### config.mk
export PLATFORM = sky130hd
export DESIGN_NAME = lsu
export DESIGN_NICKNAME = d
export VERILOG_FILES = /design/src/rtl/lsu.sv
export SDC_FILE = /design/constraint.sdc
export NUM_CORES = 1
export LEC_CHECK = 0
export CAP_MARGIN = 20
export CORE_ASPECT_RATIO = 0.7
export CORE_MARGIN = 2
export CORE_UTILIZATION = 30
export DETAILED_ROUTE_END_ITERATION = 10
export MAX_ROUTING_LAYER = met4
export PLACE_DENSITY = 0.65
export SLEW_MARGIN = 20
export SYNTH_ARGS = -nofsm -noshare
export SYNTH_HDL_FRONTEND = slang
export SYNTH_SLANG_ARGS = --single-unit
### constraint.sdc
create_clock -name clk -period 5.8 [get_ports clk]
set_input_delay 0.58 -clock clk [delete_from_list [all_inputs] [get_ports clk]]
set_output_delay 0.58 -clock clk [all_outputs]
set_load 0.01 [all_outputs]
### src/rtl/lsu.sv
// rtl/lsu.sv - RV32I MEM-stage load/store unit: bus handshake, lane placement,
// load extension, misalign/illegal-funct3/timeout detection and pipeline stall.
module lsu #(
  parameter int TIMEOUT_CYC = 255
) (
  input  logic        clk,
  input  logic        rst_n,
  input  logic        req_valid,
  input  logic        req_store,
  input  logic [2:0]  req_funct3,
  input  logic [31:0] req_addr,
  input  logic [31:0] req_wdata,
  output logic        stall,
  output logic        rsp_valid,
  output logic [31:0] rsp_rdata,
  output logic        rsp_err,
  output logic [1:0]  rsp_cause,
  output logic        mem_req,
  output logic        mem_we,
  output logic [31:0] mem_addr,
  output logic [3:0]  mem_be,
  output logic [31:0] mem_wdata,
  input  logic        mem_ready,
  input  logic        mem_rvalid,
  input  logic [31:0] mem_rdata
);

  localparam int CW = (TIMEOUT_CYC > 1) ? $clog2(TIMEOUT_CYC + 1) : 1;
  localparam logic [CW:0] TO_LIM = TIMEOUT_CYC[CW:0];

  localparam logic [1:0] CAUSE_NONE    = 2'b00;
  localparam logic [1:0] CAUSE_MISALIGN = 2'b01;
  localparam logic [1:0] CAUSE_TIMEOUT = 2'b10;
  localparam logic [1:0] CAUSE_ILLEGAL = 2'b11;

  typedef enum logic [1:0] {
    S_IDLE,
    S_REQ,
    S_WAIT_R,
    S_DONE
  } state_t;

  state_t        state_q, state_d;
  logic [CW-1:0] cnt_q, cnt_d;
  logic          store_q, store_d;
  logic [2:0]    f3_q, f3_d;
  logic [31:0]   addr_q, addr_d;
  logic [31:0]   wdata_q, wdata_d;
  logic [1:0]    cause_q, cause_d;
  logic [31:0]   rdata_q, rdata_d;

  logic          f3_legal;
  logic          misaligned;
  logic [CW:0]   cnt_inc;
  logic          timeout_hit;
  logic [3:0]    be_lat;
  logic [31:0]   wd_lat;
  logic [31:0]   rd_shift;
  logic [31:0]   rd_fmt;

  // Classification looks at the live request; it only steers the IDLE transition.
  always_comb begin
    f3_legal = 1'b0;
    case (req_funct3)
      3'b000, 3'b001, 3'b010: f3_legal = 1'b1;
      3'b100, 3'b101:         f3_legal = ~req_store;
      default:                f3_legal = 1'b0;
    endcase
    misaligned = ((req_funct3[1:0] == 2'b01) && req_addr[0]) ||
                 ((req_funct3[1:0] == 2'b10) && (req_addr[1:0] != 2'b00));
  end

  assign cnt_inc     = {1'b0, cnt_q} + {{CW{1'b0}}, 1'b1};
  assign timeout_hit = (TIMEOUT_CYC != 0) && (cnt_inc == TO_LIM);

  always_comb begin
    be_lat = 4'b0000;
    wd_lat = 32'h0;
    case (f3_q[1:0])
      2'b00: begin
        be_lat = 4'b0001 << addr_q[1:0];
        wd_lat = {4{wdata_q[7:0]}};
      end
      2'b01: begin
        be_lat = 4'b0011 << addr_q[1:0];
        wd_lat = {2{wdata_q[15:0]}};
      end
      2'b10: begin
        be_lat = 4'b1111;
        wd_lat = wdata_q;
      end
      default: begin
        be_lat = 4'b0000;
        wd_lat = 32'h0;
      end
    endcase
    if (!store_q) wd_lat = 32'h0;
  end

  always_comb begin
    rd_shift = mem_rdata >> {addr_q[1:0], 3'b000};
    case (f3_q)
      3'b000:  rd_fmt = {{24{rd_shift[7]}}, rd_shift[7:0]};
      3'b001:  rd_fmt = {{16{rd_shift[15]}}, rd_shift[15:0]};
      3'b100:  rd_fmt = {24'h0, rd_shift[7:0]};
      3'b101:  rd_fmt = {16'h0, rd_shift[15:0]};
      default: rd_fmt = mem_rdata;
    endcase
  end

  always_comb begin
    state_d = state_q;
    cnt_d   = cnt_q;
    store_d = store_q;
    f3_d    = f3_q;
    addr_d  = addr_q;
    wdata_d = wdata_q;
    cause_d = cause_q;
    rdata_d = rdata_q;
    case (state_q)
      S_IDLE: begin
        if (req_valid) begin
          store_d = req_store;
          f3_d    = req_funct3;
          addr_d  = req_addr;
          wdata_d = req_wdata;
          if (!f3_legal) begin
            state_d = S_DONE;
            cause_d = CAUSE_ILLEGAL;
            rdata_d = 32'h0;
          end else if (misaligned) begin
            state_d = S_DONE;
            cause_d = CAUSE_MISALIGN;
            rdata_d = 32'h0;
          end else begin
            state_d = S_REQ;
            cause_d = CAUSE_NONE;
            cnt_d   = '0;
          end
        end
      end
      S_REQ: begin
        cnt_d = cnt_inc[CW-1:0];
        // Acceptance beats a coincident timeout.
        if (mem_ready) begin
          if (store_q) begin
            state_d = S_DONE;
            rdata_d = 32'h0;
          end else begin
            state_d = S_WAIT_R;
          end
        end else if (timeout_hit) begin
          state_d = S_DONE;
          cause_d = CAUSE_TIMEOUT;
          rdata_d = 32'h0;
        end
      end
      S_WAIT_R: begin
        cnt_d = cnt_inc[CW-1:0];
        if (mem_rvalid) begin
          state_d = S_DONE;
          rdata_d = rd_fmt;
        end else if (timeout_hit) begin
          state_d = S_DONE;
          cause_d = CAUSE_TIMEOUT;
          rdata_d = 32'h0;
        end
      end
      S_DONE: begin
        state_d = S_IDLE;
      end
      default: begin
        state_d = S_IDLE;
      end
    endcase
  end

  always_ff @(posedge clk or negedge rst_n) begin
    if (!rst_n) begin
      state_q <= S_IDLE;
      cnt_q   <= '0;
      store_q <= 1'b0;
      f3_q    <= 3'b000;
      addr_q  <= 32'h0;
      wdata_q <= 32'h0;
      cause_q <= CAUSE_NONE;
      rdata_q <= 32'h0;
    end else begin
      state_q <= state_d;
      cnt_q   <= cnt_d;
      store_q <= store_d;
      f3_q    <= f3_d;
      addr_q  <= addr_d;
      wdata_q <= wdata_d;
      cause_q <= cause_d;
      rdata_q <= rdata_d;
    end
  end

  // Bus outputs are gated by REQ so idle/reset values are all zero.
  assign mem_req   = (state_q == S_REQ);
  assign mem_we    = mem_req & store_q;
  assign mem_addr  = mem_req ? {addr_q[31:2], 2'b00} : 32'h0;
  assign mem_be    = mem_req ? be_lat : 4'b0000;
  assign mem_wdata = mem_req ? wd_lat : 32'h0;

  assign rsp_valid = (state_q == S_DONE);
  assign rsp_err   = rsp_valid && (cause_q != CAUSE_NONE);
  assign rsp_cause = rsp_valid ? cause_q : CAUSE_NONE;
  assign rsp_rdata = rdata_q;
  assign stall     = req_valid && (state_q != S_DONE);

endmodule

==> impl_metrics.env <==
export IMPL_drive_gt1_share_pct=14.8
export IMPL_ys_flop_type="dfrtp_1"
export IMPL_timing_final_crit_share_pct=70.7
export IMPL_ys_warn_count=0
export IMPL_crit_fanout=37
export IMPL_startpoint_type="register"
export IMPL_seqPwrFrac_pct=33.9
export IMPL_rows=43
export IMPL_grt_pass1_wl_um=28400
export IMPL_drt_vias_per_instance=4.98
export IMPL_grt_usage_pct=17.5
export IMPL_power_leakage_nw=3.48
export IMPL_peakVddDrop_v=0.000210
export IMPL_overflow=0
export IMPL_rsz0062_at_grt="false"
export IMPL_ys_seq_area_share_pct=46.4
export IMPL_synth_top_family_by_area="multiplexers"
export IMPL_finalHoldViolCount=0
export IMPL_ant_nets=0
export IMPL_setup_viol_count_final=0
export IMPL_arrival_ns=3.52
export IMPL_finalClockSkew_ns=0.0121
export IMPL_yosys_area_share_simple_pct=13.2
export IMPL_vias=5183
export IMPL_dr_pass1_iters=4
export IMPL_cts_sinks=112
export IMPL_cts_root_buf="clkbuf_16"
export IMPL_power_frac_comb_pct=51.0
export IMPL_power_switching_share_pct=39.8
export IMPL_syn_area_um2=6040
export IMPL_max_cap_violations=0
export IMPL_grt_pass1_vias=4952
export IMPL_antenna_found_initial=2
export IMPL_synth_fa_ha_area_share_pct=1.24
export IMPL_hold_path_class="in2async"
export IMPL_cts_resized=0
export IMPL_ios=212
export IMPL_wl_per_cell_um=17.6
export IMPL_synth_edf_count=0
export IMPL_tightest_slew_ns=0.987
export IMPL_synthToLayoutAreaGrowth_pct=43.0
export IMPL_design_area_um2=8640
export IMPL_cts_buffers=9
export IMPL_numPortBuffers=209
export IMPL_min_period_ns=4.10
export IMPL_ys_top_cells_by_area="dfrtp_1, mux2_2, and2_1, o2bb2ai_1, a21oi_1"
export IMPL_die_h_um=123
export IMPL_synth_cell_type_count=55
export IMPL_maxSlewViolCount=0
export IMPL_synth_compound_area_share_pct=17.3
export IMPL_dr_first_iter_drc_count=297
export IMPL_end_kind="output pin"
export IMPL_postCtsSetupBuffers=0
export IMPL_postRouteWirelength_um=18300
export IMPL_crit_type="reg2out"
export IMPL_syn_avg_cell_area_um2=10.4
export IMPL_cts_htree_levels=3
export IMPL_synthArstFlopShare_pct=100
export IMPL_setup_tns_final_ns=0
export IMPL_reg2reg_slack_ns=3.11
export IMPL_synthCells=579
export IMPL_drcViolationCount=0
export IMPL_dp_hpwl_um=13000
export IMPL_cts_hold_buf=0
export IMPL_hold_slack_ns=0.216
export IMPL_fmax_mhz=244
export IMPL_yosysTopAreaCellShare_pct=46.4
export IMPL_power_share_clock_pct=15.2
export IMPL_dpl_cell_area_um2=8330
export IMPL_critPathRequiredTime_ns=5.22
export IMPL_clkSlewWorstSetupHoldPaths_ns=0.08
export IMPL_nets=874
export IMPL_yosysTopAreaCell="dfrtp_1"
export IMPL_ys_ff_latch=112
export IMPL_power_density_nw_per_um2=488
export IMPL_clkLatencyLatePin_ns=0.36
export IMPL_die_x_um=174
export IMPL_globalplace_congestion=0.855
export IMPL_intPower_mw=2.54
export IMPL_outcome="finished clean"
export IMPL_grt_max_degree=68
export IMPL_relSlewSlack_pct=34.1
export IMPL_power_switching_mw=1.67
export IMPL_core_area_um2=19700
export IMPL_final_util_pct=43.7
export IMPL_cts_tree="yes"
export IMPL_start_util_pct=30.6
export IMPL_synth_xor_xnor_area_share_pct=0.290
export IMPL_dieArea_um2=21300
export IMPL_cts_buffer_depth=2
export IMPL_muxShareOfSynthArea_pct=17.4
-- logic make-up (layout without fill, tap and decap cells) --
| group | Yosys count | count (layout) |
|---|---|---|
| simple gates | 156 | 156 |
| compound gates | 151 | 151 |
| flops | 112 | 112 |
| mux | 94 | 94 |
| buf+inv | 57 | 245 |
| fa+ha+maj | 6 | 6 |
| xor+xnor | 2 | 2 |
| other cells | 1 | 4 |
-- final timing paths --
path                            start       endpoint  depth (start not counted)
max in group asynchronous       rst_n        f3_q[0]                          2
setup / recovery              f3_q[1]  mem_wdata[28]                          5
hold reg to reg              cnt_q[7]       cnt_q[7]                          1
min in group clk             cnt_q[7]       cnt_q[7]                          1
hold / removal                  rst_n    wdata_q[19]                          1
setup reg to reg           state_q[1]  rsp_rdata[30]                          7
-- cells in the mapped netlist, types with 6 or more instances --
| cell | number |
|---|---|
| nand2_1 | 37 |
| clkbuf_1 | 27 |
| buf_1 | 10 |
| a21oi_1 | 42 |
| nor2_1 | 38 |
| ha_1 | 6 |
| mux2i_1 | 15 |
| a211oi_1 | 7 |
| dfrtp_1 | 112 |
| nor4_1 | 6 |
| a22oi_1 | 10 |
| o2bb2ai_1 | 30 |
| mux2_2 | 78 |
| nor3b_1 | 8 |
| o22ai_1 | 9 |
| and2_1 | 42 |
| o21ai_0 | 20 |
| inv_1 | 13 |
-- stage by stage --
step | instances | worst slack, ns | total power [mW]
floorplan | 580 | 3.50 | 2.76
global placement | 1022 | 1.93 | 3.56
detailed placement | 1022 | 1.76 | 3.58
CTS | 1038 | 1.35 | 4.25
global route | 1040 | 1.43 | 4.51
finish | 1040 | 1.70 | 4.21
-- routing by layer --
metal / share of wire (%) / global-route usage, % / wire length (µm) / up-vias
met5: 0 / - / 0 / -
met4: 0.78 / 3.05 / 142 / 0
met3: 7.7 / 4.96 / 1410 / 11
met2: 42 / 24.7 / 7710 / 185
met1: 49 / 25.1 / 9010 / 2518
li1: - / - / - / 2469
-- critical path, stage by stage, from the launching register on --
cell             delay, ns
dfrtp_1               0.99
inv_2                 0.57
nor2_4                0.68
nand2_1               0.14
a21oi_1               0.17
clkdlybuf4s50_1       0.57
-- cell type report --
class,count,area (µm²)
inverters,14,52.6
diodes,2,5.00
fillers,1918,11100
repair buffers,215,2130
clock inverters,5,46.3
clock buffers,11,253
flip-flops and latches,112,2800
well taps,270,338
multi-input cells,411,3000
-- placed cells by master, fill, tap and decap left out, types with 3 or more instances in the layout --
cell	Yosys	routed
a21oi_1	42	42
inv_1	13	13
o31ai_1	5	5
a2bb2oi_1	3	3
o22ai_1	9	9
mux2i_1	15	15
dfrtp_1	112	111
nor2b_1	4	4
clkbuf_16	0	9
ha_1	6	6
a211oi_1	7	7
or2_2	4	4
a211o_1	3	3
and2_1	42	42
nor4_1	6	6
nand3_1	4	4
a22oi_1	10	10
nor3b_1	8	8
buf_4	2	7
nor3_1	3	3
o21ai_0	20	20
nor2_1	38	37
o2bb2ai_1	30	30
mux2_2	78	78
clkdlybuf4s50_1	0	208
nand2_1	37	36
and3_1	4	4
-- power groups by stage --
stage	registers, mW	clock network [mW]	logic (mW)
6_report	1.43	0.638	2.15
5_1_grt	1.48	0.696	2.33
4_1_cts	1.42	0.668	2.16
3_5_place_dp	1.44	0	2.15
3_3_place_gp	1.43	0	2.13
2_1_floorplan	1.35	0	1.41
-- sequential cells by signal, summed over array words and instances, names as in the netlist --
name / flops
cnt_q: 8
f3_q: 3
store_q: 1
wdata_q: 32
rsp_rdata: 32
state_q: 2
addr_q: 32
cause_q: 2
Power figures use the tool's default switching activity.
